<file path="src/rtl/autorepeat_arbiter.sv">
// autorepeat_arbiter: one accelerating auto-repeat timer shared by N level
// requesters. A new owner gets an immediate pulse, then repeat pulses whose
// spacing shrinks by STEP per repeat down to MIN_WALL while its level stays high.
module autorepeat_arbiter #(
   parameter int N        = 4,
   parameter int OW       = 2,
   parameter int CW       = 27,
   parameter int MAX_WALL = 100000000,
   parameter int MIN_WALL = 1000000,
   parameter int STEP     = 3000000
) (
   input  logic          clk,
   input  logic          rst,
   input  logic [N-1:0]  level,
   output logic [N-1:0]  pulse,
   output logic          busy,
   output logic [OW-1:0] owner
);

   typedef enum logic {
      IDLE   = 1'b0,
      ACTIVE = 1'b1
   } state_t;

   localparam logic [CW-1:0] MAX_INTERVAL  = CW'(MAX_WALL);
   localparam logic [CW-1:0] MIN_INTERVAL  = CW'(MIN_WALL);
   localparam logic [CW-1:0] STEP_SIZE     = CW'(STEP);
   // One bit wider so MIN_WALL+STEP can exceed the interval range safely.
   localparam logic [CW:0]   DEC_THRESHOLD = (CW+1)'(MIN_WALL + STEP);
   localparam logic [N-1:0]  ONE_HOT_0     = N'(1);

   state_t          state_reg, state_next;
   logic [OW-1:0]   owner_reg, owner_next;
   logic [OW-1:0]   ptr_reg, ptr_next;
   logic [CW-1:0]   interval_reg, interval_next;
   logic [CW-1:0]   counter_reg, counter_next;
   logic [N-1:0]    pulse_reg, pulse_next;
   logic            busy_reg, busy_next;

   logic            grant_found;
   logic [OW-1:0]   grant_idx;
   logic [OW:0]     cand;
   logic            owner_level;
   logic [CW-1:0]   counter_inc;
   logic            expire;
   logic [CW-1:0]   interval_dec;

   assign owner_level = level[owner_reg];
   assign counter_inc = counter_reg + 1'b1;
   assign expire      = (counter_inc == interval_reg);
   // Only subtract when the result stays strictly above the floor; this also
   // guarantees the subtraction can never wrap below zero.
   assign interval_dec = ({1'b0, interval_reg} > DEC_THRESHOLD) ?
                         (interval_reg - STEP_SIZE) : MIN_INTERVAL;

   // Round-robin search from the pointer; lowest offset wins, so scan downwards.
   always_comb begin
      grant_found = 1'b0;
      grant_idx   = '0;
      cand        = '0;
      for (int k = N - 1; k >= 0; k--) begin
         cand = {1'b0, ptr_reg} + (OW+1)'(k);
         if (cand >= (OW+1)'(N)) begin
            cand = cand - (OW+1)'(N);
         end
         if (level[cand[OW-1:0]]) begin
            grant_found = 1'b1;
            grant_idx   = cand[OW-1:0];
         end
      end
   end

   // State and datapath register with asynchronous reset.
   always_ff @(posedge clk or posedge rst) begin
      if (rst) begin
         state_reg    <= IDLE;
         owner_reg    <= '0;
         ptr_reg      <= '0;
         interval_reg <= MAX_INTERVAL;
         counter_reg  <= '0;
         pulse_reg    <= '0;
         busy_reg     <= 1'b0;
      end else begin
         state_reg    <= state_next;
         owner_reg    <= owner_next;
         ptr_reg      <= ptr_next;
         interval_reg <= interval_next;
         counter_reg  <= counter_next;
         pulse_reg    <= pulse_next;
         busy_reg     <= busy_next;
      end
   end

   // Next-state logic: grant in IDLE, count/accelerate or release in ACTIVE.
   always_comb begin
      state_next    = state_reg;
      owner_next    = owner_reg;
      ptr_next      = ptr_reg;
      interval_next = interval_reg;
      counter_next  = counter_reg;
      case (state_reg)
         IDLE: begin
            if (grant_found) begin
               state_next    = ACTIVE;
               owner_next    = grant_idx;
               ptr_next      = (grant_idx == OW'(N - 1)) ? '0 : grant_idx + 1'b1;
               interval_next = MAX_INTERVAL;
               counter_next  = '0;
            end
         end
         ACTIVE: begin
            if (!owner_level) begin
               // Release wins over a coincident expiry.
               state_next    = IDLE;
               interval_next = MAX_INTERVAL;
               counter_next  = '0;
            end else if (expire) begin
               counter_next  = '0;
               interval_next = interval_dec;
            end else begin
               counter_next  = counter_inc;
            end
         end
         default: begin
            state_next = IDLE;
         end
      endcase
   end

   // Output logic: compute the values the output registers take next cycle.
   always_comb begin
      pulse_next = '0;
      busy_next  = (state_next == ACTIVE);
      if (state_reg == IDLE && grant_found) begin
         pulse_next = ONE_HOT_0 << grant_idx;
      end else if (state_reg == ACTIVE && owner_level && expire) begin
         pulse_next = ONE_HOT_0 << owner_reg;
      end
   end

   assign pulse = pulse_reg;
   assign busy  = busy_reg;
   assign owner = owner_reg;

endmodule

</file>
<file path="config.mk">
export PLATFORM = sky130hd
export DESIGN_NAME = autorepeat_arbiter
export DESIGN_NICKNAME = d
export VERILOG_FILES = /design/src/rtl/autorepeat_arbiter.sv
export SDC_FILE = /design/constraint.sdc
export NUM_CORES = 1
export LEC_CHECK = 0
export CELL_PAD_IN_SITES_DETAIL_PLACEMENT = 0
export CELL_PAD_IN_SITES_GLOBAL_PLACEMENT = 2
export CORE_UTILIZATION = 35
export DETAILED_ROUTE_END_ITERATION = 8
export MAX_ROUTING_LAYER = met4
export PLACE_DENSITY = 0.75
export SETUP_SLACK_MARGIN = 0.02
export SLEW_MARGIN = 20
export SYNTH_ARGS = -nofsm -noshare
export SYNTH_HDL_FRONTEND = slang
export SYNTH_SLANG_ARGS = --single-unit
</file>
<file path="constraint.sdc">
create_clock -name clk -period 3.5 [get_ports clk]
set_clock_uncertainty 0.1 [all_clocks]
set_input_delay 0.7 -clock clk [delete_from_list [all_inputs] [get_ports clk]]
set_output_delay 0.7 -clock clk [all_outputs]
set_load 0.01 [all_outputs]
</file>
* After elaboration in Yosys (flattened, before gate mapping)
Cells that the tools add are included.
Cells by class: bitwise logic cells 1, shift-type cells 2, reduce and logical (&&, ||, !) cells 5, equality and inequality tests 4, mux-type cells 37, add/subtract/negate cells 10, order comparisons 10
Operator list (number):
- $mux 27 | 7
- $pmux 27 s2 | 2
- $add 27x1->27 const B | 1
- $eq 27x27->1 | 1
- $gt 27x22->1 const B | 1
- $sub 27x22->27 const B | 1
- $mux 2 | 9
- $lt 2x3->1 const B | 5
- $mux 1 | 11
- $bmux 1 s2 | 5
- $ge 3x3->1 const B | 3
- $mux 4 | 2
- $shl 1x2->4 const A | 2
- $sub 2x1->2 const B | 4
- $add 2x2->3 const B | 2
- $reduce_and 2->1 | 2
- $add 2x1->3 const B | 1
- $ge 2x3->1 const B | 1
- $logic_and 1x1->1 | 3
- $ne 3x2->1 const B | 1
- $add 2x1->2 const B | 1
- $eq 2x2->1 const B | 1
- $ne 2x2->1 const B | 1
- $pmux 1 s2 | 1
- $not 1->1 | 1
Word-level totals: bits of input ports 6, output and inout bits 7, bits in registers 63, word-level logic and storage cells 75

* Depth between registers and ports, before layout
Gate-level depths: netlist of run 1.
depth in word-level cells 11, gate-level depth with buffers 11, depth with buffers taken out 10

* Worst setup path before layout of run 1
Ideal clock, no wire load.
kind reg-to-reg, start point register counter_reg[9], end point register interval_reg[12], buffers on the path 1, stages on the path, launching flop included 10, arrival time 3.011 ns, slack 0.263 ns, setup time 0.126 ns, cells stage by stage dfrtp_1 buf_2 nand4_2 or4_1 or4_1 a22o_1 nor4_4 a31oi_1 or2_1 a221o_1
Between the ends: cells in the longest elaborated chain, start to end 4
Ends and longest elaborated chain:
- from (decl) | line 36 | logic [CW-1:0] counter_reg, counter_next;
- from (signal assigned) | line 88 | counter_reg <= counter_next;
- $add 27x1->27 | line 49 | assign counter_inc = counter_reg + 1'b1;
- $eq 27x27->1 | line 50 | assign expire = (counter_inc == interval_reg);
- $ne 3x2->1 (no source line)
- $reduce_and 2->1 (no source line)
- to (signal assigned) | line 87 | interval_reg <= interval_next;
- to (decl) | line 35 | logic [CW-1:0] interval_reg, interval_next;
No other way between the ends. A chain may end at the register's enable or synchronous reset.

* Worst setup path in the final report of run 1
start point register counter_reg[10], end point register interval_reg[17]
The elaborated chain is that of the path after synthesis.

==> impl_metrics.json, run 1 <==
{
  "ys_ff_latch": 57,
  "period_share_pct": 97.6,
  "dieArea_um2": 12300,
  "setup_tns_ns": 0,
  "final_nets": 547,
  "initial_core_util_pct": 36.2,
  "routed_wl_um": 12900,
  "grt_pass1_wl_um": 21300,
  "worstSkewPairLatency_ns": 0.34,
  "die_w_um": 111,
  "fin_cells": 681,
  "grt_max_degree": 34,
  "final_util_pct": 43.9,
  "grt_antenna_before_repair": 0,
  "path_class": "register to register",
  "max-cap-violations": 0,
  "rsz0062_at_grt": "no",
  "required_ns": 3.59,
  "first_pass_iters": 5,
  "multi_input_area_um2": 2510,
  "placed_cells": 662,
  "n_fill_cell": 1142,
  "crit_arrival_ns": 3.51,
  "peakVddDrop_mv": 0.308,
  "startpoint": "counter_reg[10]",
  "clock_sinks": 57,
  "globalRouteOverflowTotal": 0,
  "ys_warn_count": 0,
  "ys.flop_type": "dfrtp_1",
  "diodes": 0,
  "crit_path_end_kind": "register",
  "cts_hold_repair.buffers": 0,
  "ioPinCount": 13,
  "min_from": "interval_reg[26]",
  "yosys-top-cells-area": "dfrtp_1, dfstp_2, nand2_1, o21ai_0, a21oi_1",
  "powerDensity_nw_per_um2": 492,
  "num_vias": 4036,
  "drc": 0,
  "worst_pin_slew_ns": 0.602,
  "row_count": 39,
  "largest_reg_flops": 27,
  "grt_use_total_pct": 22.8,
  "cts_buffers": 9,
  "slew_headroom_pct": 59.8,
  "max_freq_mhz": 293,
  "mostFrequentLayoutCells": "nand2_1, dfrtp_1, buf_4, o21ai_0, nor2_1",
  "via_per_inst": 5.93,
  "power_w": 0.00247,
  "r2r-start": "counter_reg[10]",
  "start_kind": "register",
  "status": "finished clean",
  "first_iter_violations": 255,
  "synth-edff-count": 0,
  "hpwl_um": 9480,
  "wl_per_cell_um": 19.0,
  "synth_cells": 500,
  "holdWs_ns": 0.438,
  "clk_pin_slew_worst_paths_ns": 0.06,
  "setup_violations": 0,
  "path_buf_inv": 1,
  "grt_pass1_vias": 4002,
  "hold_violations": 0,
  "cts_max_level": 3,
  "regArea_um2": 1440,
  "post_synth_num_cell_types": 63,
  "synth_nets": 514,
  "ctsRootBufferMaster": "clkbuf_16",
  "final_common_cell": "nand2_1",
  "leakagePower_nw": 2.01,
  "hold_class": "register to register",
  "clockBufferDepth": 2,
  "ys_async_sr_fraction_pct": 100,
  "placeableCoreArea_um2": 11500,
  "ant_nets": 0,
  "syn2layout_area_growth_pct": 21.3,
  "syn-cell-area_um2": 4150,
  "slew_viol_final": 0,
  "syn_area_per_cell_um2": 8.29,
  "cp_top_family": "simple AND/OR/NAND/NOR gates",
  "yosys.area.top_type": "dfrtp_1",
  "slowest_stage": "or4_4",
  "die_h_um": 111,
  "path_cells": "nand4_2, or4_4, or4_1, a22o_1, nor4_4, nand3_4, buf_4, nor3_1, a311oi_1",
  "finalWeightedCongestion": 0.797,
  "drive_above_1_share_pct": 16.5,
  "cts_tree": "built",
  "synth_top_area_share_pct": 27.2,
  "cp_max_fo": 7,
  "post-route-min-period_ns": 3.42,
  "ys_seq_area_share_pct": 34.8,
  "cp_slowest_stage_delay_ns": 0.58,
  "port_buffers": 12
}
[worst paths after layout]
path,end,slack (ns),cells past startpoint
max,interval_reg[17],0.08,9
min,interval_reg[26],0.44,2
max reg2reg,interval_reg[17],0.08,9
min reg2reg,interval_reg[26],0.44,2
max in group asynchronous,interval_reg[26],1.91,3
min in group asynchronous,counter_reg[2],0.65,2
[synth_stat cells, types with 3 or more instances]
| library cell | count |
|---|---|
| a211o_1 | 3 |
| a211oi_1 | 4 |
| a21oi_1 | 29 |
| a22o_1 | 4 |
| a31oi_1 | 4 |
| a32o_1 | 9 |
| and3_1 | 7 |
| and4_1 | 4 |
| buf_1 | 4 |
| buf_2 | 7 |
| clkbuf_1 | 22 |
| dfrtp_1 | 45 |
| dfstp_2 | 12 |
| ha_1 | 8 |
| inv_1 | 24 |
| mux2i_1 | 4 |
| nand2_1 | 48 |
| nand2b_1 | 6 |
| nand3_1 | 26 |
| nand4_1 | 12 |
| nand4b_1 | 3 |
| nor2_1 | 34 |
| nor2b_1 | 4 |
| nor3_1 | 17 |
| nor4_1 | 13 |
| o211a_1 | 3 |
| o211ai_1 | 9 |
| o21ai_0 | 35 |
| o22ai_1 | 4 |
| o31a_1 | 7 |
| o31ai_1 | 8 |
| o32ai_1 | 3 |
| o41ai_1 | 3 |
| or3_1 | 4 |
| or4_1 | 4 |
| xnor2_1 | 16 |
| xor2_1 | 13 |
[worst register-to-register path, stage by stage, from the launching register on]
cell	delay, ns
dfrtp_1	0.36
nand4_2	0.16
or4_4	0.58
or4_1	0.55
a22o_1	0.28
nor4_4	0.35
nand3_4	0.18
buf_4	0.19
nor3_1	0.36
a311oi_1	0.19
[routing by layer]
metal / vias to the layer above / GRT usage, % / share of wire, %
li1: 1933 / - / -
met5: - / - / 0
met3: 27 / 4.32 / 4.6
met1: 1977 / 28.9 / 46
met2: 99 / 35.4 / 46
met4: 0 / 9.78 / 3.2
[through the flow]
step / setup WS, ns / instance area, um^2
3_3_place_gp: 0.123 / 4640
4_1_cts: 0.0355 / 4990
2_1_floorplan: 0.263 / 4150
6_report: 0.0833 / 5030
5_1_grt: 0.0232 / 5030
3_5_place_dp: 0.0276 / 4640
[final cells by class]
class	instances	area share (%)
Sequential cell	57	28.6
Inverter	24	1.79
Tap cell	143	3.56
Clock buffer	12	5.30
Multi-Input combinational cell	384	49.9
Timing Repair Buffer	57	9.35
Clock inverter	4	1.47
[cells by family after synthesis]
kind of cell / after synthesis / synth area share, %
multiplexers: 6 / 1.51
adder cells (fa/ha/maj): 8 / 2.41
flip-flops: 57 / 34.8
AND/OR/NAND/NOR: 194 / 24.7
buffers and inverters: 59 / 5.67
AO/OA/AOI/OAI: 146 / 24.3
XOR/XNOR: 30 / 6.70
[power breakdown]
part / internal, W / switching (W)
Clock: 0.000681 / 0.000329
Sequential: 0.000713 / 0.0000667
Combinational: 0.000276 / 0.000410
[repair_timing]
item                                    4_1_cts  5_1_grt
endpoints found under the setup margin        1       15
pin swaps                                     0        2
hold endpoints to repair                      0        0
gates cloned                                  0        0
buffers inserted                              0        3
gates resized for setup                       1        5
No activity file was read; power rests on OpenSTA's default activity.
==> run 2: changes to the inputs <==
--- a/config.mk
+++ b/config.mk
@@ -7,8 +7,9 @@
 export LEC_CHECK = 0
 export CELL_PAD_IN_SITES_DETAIL_PLACEMENT = 0
 export CELL_PAD_IN_SITES_GLOBAL_PLACEMENT = 2
-export CORE_UTILIZATION = 35
+export CORE_UTILIZATION = 36
 export DETAILED_ROUTE_END_ITERATION = 8
+export DONT_BUFFER_PORTS = 1
 export MAX_ROUTING_LAYER = met4
 export PLACE_DENSITY = 0.75
 export SETUP_SLACK_MARGIN = 0.02
==> run 2 against run 1 <==
Effect of this change:
- highest routed layer unchanged
- clock power fell by 9%
- final area fell by 3.8%
- utilization barely moved
- non-clock buffer count fell by 17
- power fell by 6.1%
- via count fell by 1.6%
- die area fell by 2.7%
- global-route usage rose by 1.5 points
- critical path depth rose by 1
- register-to-register slack improved by 0.06 ns
- combinational power fell by 12%
- cell count fell by 2.9%
==> impl_metrics.json, run 2 (synthesis results as in run 1) <==
{
  "status": "finished clean",
  "clockBufferDepth": 2,
  "start_kind": "register",
  "holdWs_ns": 0.293,
  "hold_class": "input pin to asynchronous set/reset pin",
  "num_vias": 3971,
  "mostFrequentLayoutCells": "nand2_1, dfrtp_1, buf_4, o21ai_0, nor2_1",
  "post-route-min-period_ns": 3.35,
  "syn2layout_area_growth_pct": 16.8,
  "final_common_cell": "nand2_1",
  "crit_path_end_kind": "register",
  "grt_max_degree": 46,
  "first_iter_violations": 280,
  "p_sw_w": 0.000776,
  "ioPinCount": 13,
  "finalWeightedCongestion": 0.872,
  "setup_tns_ns": 0,
  "crit_arrival_ns": 3.52,
  "cts_max_level": 3,
  "cp_top_family": "simple AND/OR/NAND/NOR gates",
  "dpl_worst_slack_ns": 0.0981,
  "wl_per_cell_um": 19.3,
  "path_buf_inv": 2,
  "clockPowerShare_pct": 39.5,
  "slew_headroom_pct": 43.1,
  "dieArea_um2": 12000,
  "hold_violations": 0,
  "cts_hold_repair.buffers": 0,
  "path_class": "register to register",
  "powerDensity_nw_per_um2": 480,
  "grt_antenna_before_repair": 0,
  "clock_sinks": 57,
  "slew_viol_final": 0,
  "leakagePower_nw": 1.92,
  "cts_tree": "built",
  "die_h_um": 109,
  "grt_use_total_pct": 24.3,
  "cts_buffers": 9,
  "worstSkewPairLatency_ns": 0.34,
  "max-cap-violations": 0,
  "sw_frac_of_total_pct": 33.4,
  "rsz0062_at_grt": "yes",
  "power_frac_comb_pct": 26.0,
  "setup_violations": 0,
  "required_ns": 3.66,
  "first_pass_iters": 6,
  "grt_pass1_vias": 3879,
  "power_w": 0.00232,
  "max_freq_mhz": 298,
  "power.internal_w": 0.00155,
  "grt_pass1_wl_um": 20900,
  "diodes": 0,
  "hpwl_um": 9420,
  "peakVddDrop_mv": 0.482,
  "drc": 0,
  "clk_pin_slew_worst_paths_ns": 0.05,
  "slowest_stage": "or4_1",
  "ant_nets": 0,
  "cp_max_fo": 18,
  "via_per_inst": 6.01,
  "initial_core_util_pct": 37.6,
  "routed_wl_um": 12800,
  "row_count": 38,
  "period_share_pct": 95.9,
  "final.setup.worst_slack_ns": 0.145,
  "final_util_pct": 43.9,
  "drive_above_1_share_pct": 15.9,
  "die_w_um": 109,
  "globalRouteOverflowTotal": 0,
  "worst_pin_slew_ns": 0.853,
  "port_buffers": 0,
  "seq_power_share_pct": 34.5,
  "cp_slowest_stage_delay_ns": 0.61,
  "ctsRootBufferMaster": "clkbuf_16",
  "placeableCoreArea_um2": 11000,
  "final_nets": 530,
  "path_cells": "nand4_2, or4_1, or4_1, a22o_1, nor4_4, buf_4, nand3_4, buf_4, o41a_1, o22ai_1",
  "largest_reg_flops": 27,
  "n_fill_cell": 1121
}
==> run 2: changes by cell type in the layout (fill, tap and decap cells not counted), sizes merged <==
cell | previous run | this run
clkbuf | 12 | 14
clkdlybuf4s50 | 12 | 0
bufinv | 2 | 1
inv | 24 | 23
buf | 45 | 40
==> run 2: worst register-to-register path, cell delays in order, from the launching register on <==
cell and delay, ns:
dfrtp_1 0.36, nand4_2 0.15, or4_1 0.61, or4_1 0.54, a22o_1 0.27, nor4_4 0.21
buf_4 0.18, nand3_4 0.07, buf_4 0.22, o41a_1 0.42, o22ai_1 0.15
==> run 2: timing repair <==
| item | CTS | global route |
|---|---|---|
| endpoints found under the hold margin | 0 | 0 |
| gates resized for setup | 0 | 7 |
| setup buffers | 0 | 1 |
| endpoints found under the setup margin | 0 | 32 |
==> run 2: path summary, 6_finish.rpt <==
check                              endpoint  slack (ns)  cells past startpoint              from
setup / recovery           interval_reg[22]        0.15                     10   counter_reg[10]
hold / removal             interval_reg[19]        0.29                      1               rst
setup reg to reg           interval_reg[22]        0.15                     10   counter_reg[10]
hold reg to reg            interval_reg[26]        0.43                      2  interval_reg[26]
max in group asynchronous  interval_reg[26]        2.30                      2               rst
min in group clk           interval_reg[26]        0.43                      2  interval_reg[26]
==> run 2: layout make-up <==
cell class / instances / area [um^2] / area share, %
Clock buffer: 14 / 274 / 5.66
Clock inverter: 2 / 35.0 / 0.724
Inverter: 24 / 91.3 / 1.89
Multi-Input combinational cell: 384 / 2510 / 51.9
Sequential cell: 57 / 1440 / 29.8
Tap cell: 140 / 175 / 3.62
Timing Repair Buffer: 40 / 313 / 6.46
==> run 2: stage by stage <==
| stage | std cells | instance area [um^2] |
|---|---|---|
| 6_report | 661 | 4840 |
| 5_1_grt | 661 | 4840 |
| 4_1_cts | 660 | 4800 |
| 3_5_place_dp | 644 | 4490 |
| 3_3_place_gp | 644 | 4490 |
| 2_1_floorplan | 500 | 4150 |
==> run 2: power by group through the flow <==
stage               clock network (W)  logic [W]  registers, W
floorplan                           0   0.000392      0.000783
global placement                    0   0.000592      0.000811
finish                       0.000918   0.000604      0.000802
global route                 0.000966   0.000677      0.000813
detailed placement                  0   0.000597      0.000811
CTS                          0.000942   0.000600      0.000802
==> run 2: layer usage <==
metal	track usage, %	routed length [um]	vias to the layer above
met2	36.2	5870	90
met3	3.14	435	21
met5	-	0	-
met4	11.5	320	0
li1	-	-	1901
met1	32.7	6150	1959
